`config.mk`:
```
export PLATFORM = sky130hd
export DESIGN_NAME = apb_master
export DESIGN_NICKNAME = d
export VERILOG_FILES = /design/src/rtl/apb_master.sv
export SDC_FILE = /design/constraint.sdc
export NUM_CORES = 1
export LEC_CHECK = 0
export ABC_AREA = 1
export CAP_MARGIN = 20
export CORE_MARGIN = 2
export CORE_UTILIZATION = 39
export CTS_CLUSTER_SIZE = 16
export DETAILED_ROUTE_END_ITERATION = 8
export PLACE_DENSITY = 0.75
export SYNTH_ARGS = -nofsm -noshare
export SYNTH_HDL_FRONTEND = slang
export SYNTH_SLANG_ARGS = --single-unit
```
`constraint.sdc`:
```
create_clock -name clk -period 1.4 [get_ports clk]
set_input_delay 0.28 -clock clk [delete_from_list [all_inputs] [get_ports clk]]
set_output_delay 0.28 -clock clk [all_outputs]
set_load 0.01 [all_outputs]
```
`src/rtl/apb_master.sv`:
```
// APB initiator: one single-beat local request becomes one APB transfer, answered by a one-cycle response strobe.
// Optional access timeout is enabled by defining APB_MASTER_TIMEOUT_EN (limit set by TIMEOUT).
module apb_master #(
    parameter int ADDR_W  = 3,
    parameter int DATA_W  = 8,
    parameter int TIMEOUT = 16
) (
    input  logic              clk,
    input  logic              rst,
    input  logic              req_valid,
    output logic              req_ready,
    input  logic              req_write,
    input  logic [ADDR_W-1:0] req_addr,
    input  logic [DATA_W-1:0] req_wdata,
    output logic              rsp_valid,
    output logic [DATA_W-1:0] rsp_rdata,
    output logic              rsp_err,
    output logic              rsp_timeout,
    output logic              psel,
    output logic              penable,
    output logic              pwrite,
    output logic [ADDR_W-1:0] paddr,
    output logic [DATA_W-1:0] pwdata,
    input  logic [DATA_W-1:0] prdata,
    input  logic              pready,
    input  logic              pslverr
);

    typedef enum logic [1:0] {IDLE, SETUP, ACCESS, RESP} state_t;

    if (TIMEOUT < 1) begin : g_bad_timeout
        $error("apb_master: TIMEOUT must be at least 1");
    end

    state_t              state_q, state_d;
    logic                psel_q, psel_d;
    logic                penable_q, penable_d;
    logic                pwrite_q, pwrite_d;
    logic [ADDR_W-1:0]   paddr_q, paddr_d;
    logic [DATA_W-1:0]   pwdata_q, pwdata_d;
    logic                rsp_valid_q, rsp_valid_d;
    logic [DATA_W-1:0]   rsp_rdata_q, rsp_rdata_d;
    logic                rsp_err_q, rsp_err_d;

`ifdef APB_MASTER_TIMEOUT_EN
    localparam int CNT_W = $clog2(TIMEOUT + 1);
    localparam logic [CNT_W-1:0] LIMIT = CNT_W'(TIMEOUT - 1);
    logic [CNT_W-1:0]    cnt_q, cnt_d;
    logic                rsp_to_q, rsp_to_d;
`endif

    always_comb begin
        state_d     = state_q;
        psel_d      = psel_q;
        penable_d   = penable_q;
        pwrite_d    = pwrite_q;
        paddr_d     = paddr_q;
        pwdata_d    = pwdata_q;
        rsp_valid_d = 1'b0;
        rsp_rdata_d = rsp_rdata_q;
        rsp_err_d   = rsp_err_q;
`ifdef APB_MASTER_TIMEOUT_EN
        cnt_d       = cnt_q;
        rsp_to_d    = rsp_to_q;
`endif
        case (state_q)
            IDLE: begin
                if (req_valid) begin
                    state_d   = SETUP;
                    psel_d    = 1'b1;
                    penable_d = 1'b0;
                    pwrite_d  = req_write;
                    paddr_d   = req_addr;
                    pwdata_d  = req_write ? req_wdata : '0;
                end
            end
            SETUP: begin
                state_d   = ACCESS;
                penable_d = 1'b1;
`ifdef APB_MASTER_TIMEOUT_EN
                cnt_d     = '0;
`endif
            end
            ACCESS: begin
                // pready wins over a timeout that expires in the same cycle
                if (pready) begin
                    state_d     = RESP;
                    psel_d      = 1'b0;
                    penable_d   = 1'b0;
                    pwrite_d    = 1'b0;
                    paddr_d     = '0;
                    pwdata_d    = '0;
                    rsp_valid_d = 1'b1;
                    rsp_err_d   = pslverr;
                    rsp_rdata_d = pwrite_q ? '0 : prdata;
`ifdef APB_MASTER_TIMEOUT_EN
                    rsp_to_d    = 1'b0;
                end else if (cnt_q == LIMIT) begin
                    state_d     = RESP;
                    psel_d      = 1'b0;
                    penable_d   = 1'b0;
                    pwrite_d    = 1'b0;
                    paddr_d     = '0;
                    pwdata_d    = '0;
                    rsp_valid_d = 1'b1;
                    rsp_err_d   = 1'b1;
                    rsp_rdata_d = '0;
                    rsp_to_d    = 1'b1;
                end else begin
                    cnt_d       = cnt_q + 1'b1;
`endif
                end
            end
            RESP: begin
                state_d = IDLE;
            end
            default: begin
                state_d = IDLE;
            end
        endcase
    end

    always_ff @(posedge clk or posedge rst) begin
        if (rst) begin
            state_q     <= IDLE;
            psel_q      <= 1'b0;
            penable_q   <= 1'b0;
            pwrite_q    <= 1'b0;
            paddr_q     <= '0;
            pwdata_q    <= '0;
            rsp_valid_q <= 1'b0;
            rsp_rdata_q <= '0;
            rsp_err_q   <= 1'b0;
`ifdef APB_MASTER_TIMEOUT_EN
            cnt_q       <= '0;
            rsp_to_q    <= 1'b0;
`endif
        end else begin
            state_q     <= state_d;
            psel_q      <= psel_d;
            penable_q   <= penable_d;
            pwrite_q    <= pwrite_d;
            paddr_q     <= paddr_d;
            pwdata_q    <= pwdata_d;
            rsp_valid_q <= rsp_valid_d;
            rsp_rdata_q <= rsp_rdata_d;
            rsp_err_q   <= rsp_err_d;
`ifdef APB_MASTER_TIMEOUT_EN
            cnt_q       <= cnt_d;
            rsp_to_q    <= rsp_to_d;
`endif
        end
    end

    assign req_ready = (state_q == IDLE);
    assign psel      = psel_q;
    assign penable   = penable_q;
    assign pwrite    = pwrite_q;
    assign paddr     = paddr_q;
    assign pwdata    = pwdata_q;
    assign rsp_valid = rsp_valid_q;
    assign rsp_rdata = rsp_rdata_q;
    assign rsp_err   = rsp_err_q;
`ifdef APB_MASTER_TIMEOUT_EN
    assign rsp_timeout = rsp_to_q;
`else
    assign rsp_timeout = 1'b0;
`endif

endmodule

```
==> metrics.txt, run 1 <==
# TYPE chip_impl_metric gauge
chip_impl_info{name="worst_setup_path_end_kind",value="output pin"} 1
chip_impl_metric{name="syn-mean-instance-area",unit="um^2"} 8.19
chip_impl_metric{name="start_util",unit=""} 0.417
chip_impl_metric{name="viasPerCell",unit=""} 4.57
chip_impl_metric{name="hpwl",unit="um"} 2190
chip_impl_info{name="status",value="complete, no violations"} 1
chip_impl_metric{name="finalHoldViolations",unit=""} 0
chip_impl_metric{name="timing.final.max_slew_violations",unit=""} 0
chip_impl_metric{name="final.min_clock_period",unit="ns"} 1.34
chip_impl_metric{name="wire_length_of_the_first_global_routing_pass",unit="um"} 4520
chip_impl_info{name="critical_path.startpoint_type",value="register"} 1
chip_impl_metric{name="detail_route.iter0.violations",unit=""} 81
chip_impl_metric{name="cts_max_level",unit=""} 1
chip_impl_metric{name="clk_pin_slew",unit="ns"} 0.14
chip_impl_metric{name="drt-pass1-iter-count",unit=""} 4
chip_impl_metric{name="synth.net_count",unit=""} 189
chip_impl_metric{name="core_area",unit="mm^2"} 0.00310
chip_impl_metric{name="fmax",unit="GHz"} 0.746
chip_impl_metric{name="gp_congestion",unit=""} 0.854
chip_impl_metric{name="ir_drop",unit="mV"} 0.965
chip_impl_metric{name="final_antenna_net_count",unit=""} 0
chip_impl_metric{name="synth_seq_cells",unit=""} 26
chip_impl_info{name="unrepaired_setup_endpoints_after_global_routing",value="no"} 1
chip_impl_metric{name="post_synth_inst_count",unit=""} 158
chip_impl_metric{name="synthesis.yosys.warnings",unit=""} 0
chip_impl_info{name="tritoncts",value="yes"} 1
chip_impl_metric{name="drt_wl_total",unit="um"} 2880
chip_impl_metric{name="overall_via_count_from_detail_route",unit=""} 1197
chip_impl_metric{name="die_h",unit="um"} 61.6
chip_impl_metric{name="crit_arrival",unit="ns"} 1.06
chip_impl_metric{name="pin_count_of_the_biggest_net_entering_global_routing",unit=""} 27
chip_impl_metric{name="synth_async_sr_flop_share",unit=""} 1.00
chip_impl_metric{name="postCtsHoldBufs",unit=""} 0
chip_impl_metric{name="num_rows",unit=""} 20
chip_impl_metric{name="clkLatencyLatePin",unit="ns"} 0.33
chip_impl_metric{name="cts_sinks",unit=""} 26
chip_impl_metric{name="gr-total-overflow",unit=""} 0
chip_impl_metric{name="crit_required",unit="ns"} 1.12
chip_impl_metric{name="cts_max_path_buffers",unit=""} 2
chip_impl_info{name="worst-setup-path-type",value="reg2out"} 1
chip_impl_metric{name="layout.nets",unit=""} 250
chip_impl_metric{name="routed_wire_length_per_instance",unit="um"} 11.0
chip_impl_metric{name="ys_seq_area_frac",unit=""} 0.503
chip_impl_info{name="min_path_type",value="in2async"} 1
chip_impl_metric{name="setup_viol_count_final",unit=""} 0
chip_impl_metric{name="power.leakage",unit="uW"} 0.00109
chip_impl_metric{name="nFillCells",unit=""} 288
chip_impl_metric{name="tritoncts.num_buffers",unit=""} 3
chip_impl_metric{name="detail_route.drc_violations",unit=""} 0
chip_impl_metric{name="initial_antenna_violation_count",unit=""} 0
chip_impl_metric{name="first_global_vias",unit=""} 1086
chip_impl_metric{name="final.period_utilization",unit=""} 0.957
chip_impl_metric{name="total_die_area",unit="mm^2"} 0.00379
chip_impl_info{name="cts_root_buffer",value="clkbuf_4"} 1
chip_impl_metric{name="power_density",unit="mW/mm^2"} 1890
chip_impl_metric{name="synth-edff-count",unit=""} 0
chip_impl_metric{name="dpl.cell_count",unit=""} 256
chip_impl_metric{name="maxCapViolCount",unit=""} 0
chip_impl_metric{name="dpl_cell_area",unit="mm^2"} 0.00189
chip_impl_metric{name="die_w",unit="um"} 61.6
chip_impl_metric{name="final-instance-count-excl-fill",unit=""} 262
chip_impl_info{name="yosys_most_used_dff",value="dfrtp_1"} 1
chip_impl_metric{name="area_growth",unit="%"} 50.4
chip_impl_metric{name="synth_area",unit="mm^2"} 0.00129
chip_impl_metric{name="ant_diodes",unit=""} 0
chip_impl_metric{name="numPortBuffers",unit=""} 49
chip_impl_metric{name="gr-usage-all-layers",unit=""} 0.162
chip_impl_metric{name="finalClockSkew",unit="ns"} 0.00528
chip_impl_metric{name="num_io_pins",unit=""} 51
chip_impl_metric{name="worst-path-max-fanout",unit=""} 2
chip_impl_metric{name="drive_gt1_frac",unit=""} 0.151
chip_impl_metric{name="finalInstanceArea",unit="mm^2"} 0.00195
chip_impl_metric{name="post_route_hold_slack",unit="ns"} 0.296
chip_impl_metric{name="synthDistinctLibCells",unit=""} 15
chip_impl_metric{name="final_core_util",unit=""} 0.627
## cell usage after synthesis (2+ instances only)
master | count | area, um^2
buf_2 | 3 | 15.0
nand2_2 | 7 | 43.8
o21ai_0 | 9 | 45.0
buf_6 | 3 | 33.8
dfrtp_1 | 26 | 651
nand3_1 | 15 | 75.1
nand2_1 | 57 | 214
nand2_4 | 2 | 22.5
inv_1 | 13 | 48.8
nor2_1 | 13 | 48.8
ha_1 | 6 | 75.1
## area by class of cell
| class | count | area (um^2) | area share |
|---|---|---|---|
| inverter | 14 | 52.6 | 0.0270 |
| clock buffer | 4 | 36.3 | 0.0186 |
| timing repair buffer | 63 | 587 | 0.302 |
| multi-input combinational | 111 | 564 | 0.290 |
| tap | 44 | 55.1 | 0.0283 |
| sequential | 26 | 651 | 0.334 |
## power by group
group | internal (uW) | switching [uW]
sequential | 1050 | 142
clock | 159 | 221
combinational | 989 | 1130
total | 2200 | 1490
## path summary, 6_finish.rpt
path | start | to | slack [ns] | cells after the start
min reg2reg | pwdata[2] | pwdata[2] | 0.48 | 2
max in group asynchronous | rst | penable | 0.86 | 3
min | rst | psel | 0.30 | 3
max | state_q[0] | req_ready | 0.06 | 3
max reg2reg | state_q[0] | pwdata[1] | 0.08 | 8
min in group clk | pslverr | rsp_err | 0.48 | 3
## cells by family after synthesis
kind of cell / Yosys count / share of synthesized area
AO/OA/AOI/OAI: 9 / 0.0348
AND/OR/NAND/NOR: 95 / 0.317
other: 1 / 0.00290
buffers and inverters: 21 / 0.0841
adder cells (fa/ha/maj): 6 / 0.0580
flip-flops: 26 / 0.503
## stage by stage
step | setup slack (ns) | power [uW] | TNS [ns]
floorplan | 0.0294 | 2380 | 0
global placement | 0.00321 | 3300 | 0
detailed placement | -0.0297 | 3380 | -0.0523
CTS | -0.0858 | 3620 | -0.0858
global route | 0.00124 | 4000 | 0
finish | 0.0601 | 3680 | 0
## metal layers
layer  GRT usage  up-vias  share of wire
li1            -      605              -
met1       0.184      556           0.42
met2       0.298       31           0.51
met3      0.0273        5          0.047
met4      0.0638        0          0.018
met5           0        -              0
## registers in the layout, indices dropped and copies added, names as in the netlist
| signal | flops |
|---|---|
| state_q | 2 |
| psel | 1 |
| pwdata | 8 |
| rsp_err | 1 |
| paddr | 3 |
| pwrite | 1 |
| rsp_rdata | 8 |
| rsp_valid | 1 |
| penable | 1 |
## cells in the final DEF, fill, tap and decap left out
cell | netlist | routed
nor2_1 | 13 | 13
clkbuf_4 | 0 | 3
nand2_4 | 2 | 3
buf_6 | 3 | 3
inv_2 | 1 | 3
o21ai_0 | 9 | 9
buf_4 | 1 | 11
nand2_2 | 7 | 6
ha_4 | 0 | 2
nand3_1 | 15 | 15
dlygate4sd2_1 | 0 | 24
dfrtp_1 | 26 | 26
inv_1 | 13 | 11
nand2_1 | 57 | 57
clkbuf_8 | 0 | 1
conb_1 | 1 | 1
ha_1 | 6 | 4
clkdlybuf4s50_1 | 0 | 24
nand4_1 | 1 | 1
buf_12 | 0 | 1
## timing repair
item,in CTS,in global routing
endpoints found under the setup margin,26,4
endpoints found under the hold margin,0,0
resized for setup,30,8
buffers inserted,1,1
## worst max-delay path, stage by stage, from the launching register on
cell and delay, ns:
dfrtp_1 0.41, inv_2 0.09, ha_4 0.14, buf_6 0.09
Note: power is estimated with default switching activity, not from simulation.
==> inputs of run 2 (changes only) <==
SETUP_SLACK_MARGIN = 0.4   (was unset)
==> metrics.txt, run 2 (synthesis gave the netlist of run 1 again) <==
# TYPE chip_impl_metric gauge
chip_impl_metric{name="power.leakage",unit="uW"} 0.00115
chip_impl_metric{name="crit_required",unit="ns"} 1.12
chip_impl_info{name="unrepaired_setup_endpoints_after_global_routing",value="yes"} 1
chip_impl_metric{name="drive_gt1_frac",unit=""} 0.452
chip_impl_metric{name="cts_max_path_buffers",unit=""} 2
chip_impl_metric{name="initial_antenna_violation_count",unit=""} 0
chip_impl_metric{name="gp_congestion",unit=""} 0.729
chip_impl_metric{name="fmax",unit="GHz"} 0.738
chip_impl_metric{name="timing.final.max_slew_violations",unit=""} 0
chip_impl_info{name="worst_setup_path_end_kind",value="output pin"} 1
chip_impl_metric{name="place_worst_setup_slack",unit="ns"} -0.0355
chip_impl_metric{name="tritoncts.num_buffers",unit=""} 3
chip_impl_metric{name="die_w",unit="um"} 61.6
chip_impl_info{name="final_common_cell",value="nand2_1"} 1
chip_impl_metric{name="hpwl",unit="um"} 2220
chip_impl_metric{name="dpl.cell_count",unit=""} 252
chip_impl_metric{name="gr-usage-all-layers",unit=""} 0.177
chip_impl_info{name="tritoncts",value="yes"} 1
chip_impl_metric{name="regArea",unit="um^2"} 651
chip_impl_metric{name="die_h",unit="um"} 61.6
chip_impl_metric{name="total_die_area",unit="mm^2"} 0.00379
chip_impl_metric{name="final.min_clock_period",unit="ns"} 1.36
chip_impl_metric{name="setup_ws",unit="ns"} 0.0448
chip_impl_info{name="status",value="complete, no violations"} 1
chip_impl_metric{name="final_antenna_net_count",unit=""} 0
chip_impl_metric{name="final-instance-count-excl-fill",unit=""} 274
chip_impl_info{name="critical_path.startpoint_type",value="register"} 1
chip_impl_metric{name="nFillCells",unit=""} 269
chip_impl_metric{name="clkLatencyLatePin",unit="ns"} 0.32
chip_impl_info{name="min_path_type",value="in2async"} 1
chip_impl_info{name="final_cell_mix",value="42 x nand2_1, 26 x dfrtp_1, 24 x clkdlybuf4s50_1"} 1
chip_impl_metric{name="numPortBuffers",unit=""} 49
chip_impl_metric{name="first_global_vias",unit=""} 1211
chip_impl_metric{name="layout.nets",unit=""} 262
chip_impl_metric{name="routed_wire_length_per_instance",unit="um"} 12.6
chip_impl_metric{name="gr-total-overflow",unit=""} 0
chip_impl_metric{name="area_growth",unit="%"} 69.3
chip_impl_metric{name="wire_length_of_the_first_global_routing_pass",unit="um"} 4920
chip_impl_info{name="cts_root_buffer",value="clkbuf_4"} 1
chip_impl_metric{name="postCtsHoldBufs",unit=""} 0
chip_impl_metric{name="clk_pin_slew",unit="ns"} 0.14
chip_impl_metric{name="final.period_utilization",unit=""} 0.968
chip_impl_metric{name="power_density",unit="mW/mm^2"} 2050
chip_impl_metric{name="ant_diodes",unit=""} 0
chip_impl_metric{name="cts_max_level",unit=""} 1
chip_impl_metric{name="overall_via_count_from_detail_route",unit=""} 1262
chip_impl_metric{name="viasPerCell",unit=""} 4.61
chip_impl_metric{name="drt_wl_total",unit="um"} 3470
chip_impl_metric{name="final_core_util",unit=""} 0.706
chip_impl_metric{name="detail_route.drc_violations",unit=""} 0
chip_impl_metric{name="finalHoldViolations",unit=""} 0
chip_impl_metric{name="num_io_pins",unit=""} 51
chip_impl_metric{name="setup_viol_count_final",unit=""} 0
chip_impl_metric{name="cts_sinks",unit=""} 26
chip_impl_info{name="worst-setup-path-type",value="reg2out"} 1
chip_impl_metric{name="start_util",unit=""} 0.417
chip_impl_info{name="startpoint",value="state_q[1]"} 1
chip_impl_metric{name="r2r_cells",unit=""} 9
chip_impl_metric{name="core_area",unit="mm^2"} 0.00310
chip_impl_metric{name="ir_drop",unit="mV"} 1.27
chip_impl_metric{name="drt-pass1-iter-count",unit=""} 4
chip_impl_metric{name="multi_input_area",unit="um^2"} 759
chip_impl_metric{name="num_rows",unit=""} 20
chip_impl_metric{name="crit_arrival",unit="ns"} 1.08
chip_impl_metric{name="detail_route.iter0.violations",unit=""} 45
chip_impl_metric{name="maxCapViolCount",unit=""} 0
chip_impl_metric{name="dpl_cell_area",unit="mm^2"} 0.00189
chip_impl_metric{name="pin_count_of_the_biggest_net_entering_global_routing",unit=""} 27
chip_impl_metric{name="worst-path-max-fanout",unit=""} 2
chip_impl_metric{name="finalClockSkew",unit="ns"} 0.000799
chip_impl_metric{name="finalInstanceArea",unit="mm^2"} 0.00219
chip_impl_info{name="r2r_start",value="state_q[0]"} 1
run 2: cell count changes in the layout (fill, tap and decap cells not counted), moves of 10 or more:
cell	delta
dlygate4sd2_1	-24
buf_2	+19
nand2_1	-15
buf_4	+10
nand3_1	-10
nand3_2	+10
run 2: critical path, stage by stage (launching register included):
cell and delay (ns):
dfrtp_1 0.41, inv_2 0.07, ha_4 0.16, buf_6 0.11
run 2: repair_timing:
item                                    in CTS  in global routing
setup buffers                               10                  8
endpoints found under the setup margin      51                 51
pin swaps                                    2                  4
hold endpoints to repair                     0                  0
resized for setup                          115                 49
run 2: where the power goes:
part	internal (uW)	switching [uW]
Sequential	1050	187
Clock	159	226
Combinational	1380	1500
run 2: final timing paths:
path | endpoint | slack, ns
setup / recovery | req_ready | 0.04
hold / removal | rsp_valid | 0.29
setup reg to reg | pwdata[6] | 0.05
hold reg to reg | penable | 0.49
max in group asynchronous | state_q[0] | 0.86
min in group clk | penable | 0.49
run 2: area by class of cell:
type	count	share of cell area
Timing Repair Buffer	75	0.290
Sequential cell	26	0.297
Clock buffer	4	0.0166
Tap cell	44	0.0251
Multi-Input combinational cell	111	0.347
Inverter	14	0.0251
run 2: metal layers:
layer | track usage | share of wire
met3 | 0.0294 | 0.048
met2 | 0.332 | 0.54
met1 | 0.194 | 0.40
met5 | 0 | 0
met4 | 0.0760 | 0.012
run 2: per-stage QoR:
stage               power (uW)  hold WS (ns)  TNS, ns
global placement          3350         0.453        0
finish                    4500         0.294        0
CTS                       3810         0.313        0
detailed placement        3440         0.457   -0.183
floorplan                 2490         0.320        0
global route              4830         0.334   -0.104
